==> config.mk <==
export PLATFORM = sky130hd
export DESIGN_NAME = bit_rmw_ctrl
export DESIGN_NICKNAME = d
export VERILOG_FILES = /design/src/rtl/bitop_pkg.sv /design/src/rtl/bit_rmw_ctrl_bitop.sv /design/src/rtl/bit_rmw_ctrl.sv
export SDC_FILE = /design/constraint.sdc
export NUM_CORES = 1
export LEC_CHECK = 0
export ABC_AREA = 1
export BUFFER_PORTS_ARGS = -buffer_cell sky130_fd_sc_hd__buf_4
export CORE_UTILIZATION = 45
export DETAILED_ROUTE_END_ITERATION = 16
export PLACE_DENSITY_LB_ADDON = 0.3
export SLEW_MARGIN = 40
export SYNTH_ARGS = -nofsm -noshare
export SYNTH_HDL_FRONTEND = slang
export SYNTH_SLANG_ARGS = --single-unit
==> constraint.sdc <==
create_clock -name clk -period 2.6 [get_ports clk]
set_input_delay 0.13 -clock clk [delete_from_list [all_inputs] [get_ports clk]]
set_output_delay 0.13 -clock clk [all_outputs]
set_load 0.02 [all_outputs]
==> src/rtl/bitop_pkg.sv <==
// Shared encodings for the single-bit RMW sequencer.
// Op and state enums, datapath width, insert-value helper.
package bitop_pkg;

  localparam int DW = 16;

  typedef enum logic [1:0] {
    OP_SET = 2'b00,
    OP_CLR = 2'b01,
    OP_TGL = 2'b10,
    OP_TST = 2'b11
  } op_e;

  typedef enum logic [1:0] {
    ST_IDLE = 2'b00,
    ST_READ = 2'b01,
    ST_MOD  = 2'b10,
    ST_WR   = 2'b11
  } state_e;

  // TST rewrites the bit with itself, so the word is unchanged
  function automatic logic ins_val(
    input op_e  op,
    input logic cur
  );
    logic s;
    s = 1'b0;
    unique case (op)
      OP_SET: s = 1'b1;
      OP_CLR: s = 1'b0;
      OP_TGL: s = ~cur;
      OP_TST: s = cur;
    endcase
    return s;
  endfunction

endpackage

==> src/rtl/bit_rmw_ctrl_bitop.sv <==
// 16-bit single-bit insert unit.
// F equals A with bit BS replaced by S.
module Bit_OP_16bit
  import bitop_pkg::*;
(
  input  logic [DW-1:0] i_a,
  input  logic [3:0]    i_bs,
  input  logic          i_s,
  output logic [DW-1:0] o_f
);

  logic [DW-1:0] w_mask;
  logic [DW-1:0] w_ins;

  assign w_mask = DW'(1) << i_bs;
  assign w_ins  = DW'(i_s) << i_bs;
  assign o_f    = (i_a & ~w_mask) | w_ins;

endmodule

==> src/rtl/bit_rmw_ctrl.sv <==
// Read-modify-write sequencer for SET/CLR/TGL/TST.
// Fetches a register, inserts one bit, writes it back.
module bit_rmw_ctrl
  import bitop_pkg::*;
#(
  parameter int AW = 4
) (
  input  logic          clk,
  input  logic          rst,
  input  logic          req_valid,
  output logic          req_ready,
  input  logic [1:0]    req_op,
  input  logic [AW-1:0] req_addr,
  input  logic [3:0]    req_bit,
  output logic [AW-1:0] rf_raddr,
  input  logic [DW-1:0] rf_rdata,
  output logic          rf_we,
  output logic [AW-1:0] rf_waddr,
  output logic [DW-1:0] rf_wdata,
  output logic          done,
  output logic          z_flag
);

  state_e        r_state;
  state_e        w_next;
  op_e           r_op;
  logic [AW-1:0] r_addr;
  logic [3:0]    r_bit;
  logic [DW-1:0] r_opnd;
  logic          r_z;

  logic          w_acc;
  logic          w_wr;
  logic          w_cur;
  logic          w_s;
  logic [DW-1:0] w_f;

  assign req_ready = (r_state == ST_IDLE) && !rst;
  assign w_acc     = req_valid && req_ready;

  always_ff @(posedge clk) begin
    if (rst) r_state <= ST_IDLE;
    else     r_state <= w_next;
  end

  always_comb begin
    w_next = r_state;
    unique case (r_state)
      ST_IDLE: if (w_acc) w_next = ST_READ;
      ST_READ: w_next = ST_MOD;
      ST_MOD:  w_next = ST_WR;
      ST_WR:   w_next = ST_IDLE;
    endcase
  end

  always_ff @(posedge clk) begin
    if (rst) begin
      r_op   <= OP_SET;
      r_addr <= '0;
      r_bit  <= '0;
    end else if (w_acc) begin
      r_op   <= op_e'(req_op);
      r_addr <= req_addr;
      r_bit  <= req_bit;
    end
  end

  always_ff @(posedge clk) begin
    if (rst)                    r_opnd <= '0;
    else if (r_state == ST_MOD) r_opnd <= rf_rdata;
  end

  assign w_cur = r_opnd[r_bit];
  assign w_s   = ins_val(r_op, w_cur);

  Bit_OP_16bit u_ins (
    .i_a  (r_opnd),
    .i_bs (r_bit),
    .i_s  (w_s),
    .o_f  (w_f)
  );

  always_ff @(posedge clk) begin
    if (rst)                   r_z <= 1'b0;
    else if (r_state == ST_WR) r_z <= ~w_cur;
  end

  // gating by rst keeps an aborted op from leaking a write
  assign w_wr     = (r_state == ST_WR) && !rst;
  assign rf_raddr = r_addr;
  assign rf_waddr = r_addr;
  assign rf_we    = w_wr && (r_op != OP_TST);
  assign rf_wdata = w_wr ? w_f : '0;
  assign done     = w_wr;
  assign z_flag   = r_z;

endmodule

==> run_results.csv <==
group,metric,value,unit
synthesis,yosysSeqAreaShare,30.57,%
synthesis,yosys.area.top_type,"dfxtp_1",
final_layout,area_growth,25.03,%
floorplanning,die_h,66.97,um
clock_tree,clock_sinks,29,
timing,setup_viol,0,
grt,antenna_found_initial,0,
routing,drt_iter0_markers,223,
synthesis,synth_top_family_by_area,"simple AND/OR/NAND/NOR gates",
floorplanning,die_x,66.97,um
grt,grt_max_degree,29,
critical_path,cp.arrival,2.15,ns
synthesis,synth.area.top_cells,"dfxtp_1 (31%), nand2_1 (10%), nor2_1 (10%), nand3_2 (9.0%), o21ai_0 (6.1%)",
timing,period_needed,2.281,ns
floorplanning,io_pins,57,
synthesis,syn_nets,314,
critical_path,startpoint,"r_bit[0]",
synthesis,syn_inst,281,
routing,dr.pass1.iters,4,
critical_path,rr_worst_depth,9,
hold_path,hp-class,"input port to register",
floorplanning,row_count,23,
routing,wl_met1,2158,um
pwr,p_per_area,768.8,mW/mm2
timing,worstMarginPinSlew,0.5178,ns
synthesis,synth-adder-area-share,2.635,%
routing,wl_met3,308,um
critical_path,worstSetupEndpointType,"output port",
flow_run,cap_viol_max_count,0,
timing,whs,0.02302,ns
synthesis,ys_warn_count,0,
placed_design,gp_congestion,0.9389,
final_layout,fin_nets,362,
final_layout,finalInstanceArea,0.002375,mm2
timing,skew,0.002208,ns
routing,num_vias,1910,
synthesis,synth_top_area_share,30.57,%
clock_tree,root_buffer,"clkbuf_8",
routing,vias_per_cell,5.026,
pwr,vdd_ir_drop_max,0.0004567,V
synthesis,mappedNetlistArea,0.001899,mm2
clock_tree,clock_latency,0.29,ns
synthesis,muxShareOfSynthArea,0,%
clock_tree,cts_hold_buf,0,
routing,antenna_left,0,
clock_tree,htree_num_levels,2,
placed_design,dp_hpwl,3329,um
synthesis,syn_area_per_cell,6.759,um2
grt,grt_pass1_wl,7148,um
critical_path,cp_max_fo,16,
timing,slew_headroom,65.43,%
critical_path,cp.required,2.47,ns
timing,hold_violations,0,
clock_tree,post_cts_buffers,0,
routing,post-route-drc-count,0,
synthesis,ys_types,26,
critical_path,crit_path_start_kind,"register",
synthesis,synth_xor_area_share,0,%
final_layout,n_antenna_cell,0,
grt,track_usage,21.40,%
routing,top_layer,"met4",
floorplanning,fp.coreArea,0.004029,mm2
routing,dr_wl_met2,2049,um
synthesis,ys_ff_latch,29,
timing,tns,0,ns
hold_path,hp-start,"rst",
synthesis,synthSimpleGateAreaFrac,40.12,%
routing,drt-wirelength-per-cell,12.07,um
placed_design,dpl_cell_area,0.002273,mm2
floorplanning,start_util,47.14,%
grt,grt_pass1_vias,1486,
clock_tree,tritoncts,"built",
synthesis,synth_compound_area_share,12.85,%
routing,wl,4587,um
timing,rsz0062_at_grt,"no",
final_layout,layout-drive-gt1-share,28.18,%
outcome,status,"finished, final reports clean",
clock_tree,clk_pin_slew,0.06,ns
hold_path,hold_path_depth,2,
floorplanning,die-area,0.004484,mm2
timing,maxSlewViolCount,0,
pwr,power_leakage,1.180,nW
placed_design,io_buffer_count,56,
grt,grt_overflow,0,
final_layout,n_fill_cell,422,
timing,fin_crit_sh,87.74,%
critical_path,rr_startpoint,"r_state[1]",
critical_path,critPathKind,"register to output port",
clock_tree,cts_resized,0,
clock_tree,clock_path_buffers,2,
clock_tree,numCtsBuffers,5,
timing,fmax,0.4383,GHz
## layout make-up
type / instances / area, um2 / area share [%]
well taps: 50 / 62.56 / 2.634
clock inverters: 1 / 5.005 / 0.2107
flip-flops and latches: 29 / 580.6 / 24.45
inverters: 33 / 131.4 / 5.532
clock buffers: 7 / 96.34 / 4.057
multi-input cells: 201 / 1056 / 44.47
repair buffers: 59 / 442.9 / 18.65
## path summary, 6_finish.rpt
path / endpoint / slack [ns]
setup / recovery: rf_wdata[14] / 0.32
hold reg to reg: rf_raddr[0] / 0.48
setup reg to reg: r_state[0] / 0.73
hold / removal: r_state[0] / 0.02
## cells by family after synthesis
group / count (synthesis)
AO/OA/AOI/OAI: 44
flip-flops: 29
AND/OR/NAND/NOR: 153
adder cells (fa/ha/maj): 4
buffers and inverters: 51
## per-stage QoR
step | total power, mW | utilization, % | setup WS (ns) | std cells
global placement | 1.400 | 56.43 | 0.7092 | 372
finish | 1.826 | 58.94 | 0.3187 | 380
CTS | 1.833 | 58.94 | 0.3047 | 380
detailed placement | 1.412 | 56.43 | 0.6242 | 372
global route | 1.960 | 58.94 | 0.1344 | 380
floorplan | 1.229 | - | 0.9754 | 281
## cell usage after synthesis (all sizes together)
| cell type | instances |
|---|---|
| clkinv | 2 |
| buf | 12 |
| nand2 | 57 |
| clkbuf | 6 |
| o21ai | 25 |
| nand3 | 28 |
| nor3 | 17 |
| ha | 4 |
| o21a | 7 |
| inv | 31 |
| a211oi | 1 |
| a21oi | 11 |
| nor2 | 51 |
| dfxtp | 29 |
## registers in the layout (all words and copies together) (netlist names)
| name | cells |
|---|---|
| r_opnd | 16 |
| r_op | 2 |
| z_flag | 1 |
| rf_raddr | 4 |
| r_bit | 4 |
| r_state | 2 |
## placed cells by master (no fill, tap or decap), types with 2 or more instances in the layout
master,netlist,final
nand3_2,17,17
a21oi_1,11,11
nor3_1,17,17
inv_2,2,2
buf_4,6,59
nand2_1,53,53
o21ai_0,23,23
ha_1,4,4
o21a_1,7,7
nor2_1,51,51
nand3_1,10,10
clkbuf_8,0,7
nand2_4,2,2
dfxtp_1,29,29
clkinv_1,2,2
inv_1,28,28
## worst max-delay path, cell delays in order, from the launching register on
cell	delay, ns
dfxtp_1	0.56
inv_2	0.14
nor2_1	0.16
nand2_1	0.08
nand3_2	0.08
nand3_2	0.09
nand2_4	0.12
nand3_4	0.22
nand3_2	0.15
nand2_1	0.07
inv_1	0.06
buf_4	0.13
## layer usage
metal / vias up / GRT usage [%]
li1: 988 / -
met1: 849 / 32.21
met2: 65 / 28.79
met3: 8 / 4.623
met4: 0 / 7.979
met5: - / 0
## report_power, final
group | total [mW] | internal [mW] | leakage [nW] | switching (mW)
sequential | 0.715 | 0.570 | 0.238 | 0.144
clock | 0.415 | 0.239 | 0.0542 | 0.176
combinational | 0.696 | 0.261 | 0.888 | 0.435
total | 1.83 | 1.07 | 1.18 | 0.756
No activity file was read; power rests on OpenSTA's default activity.
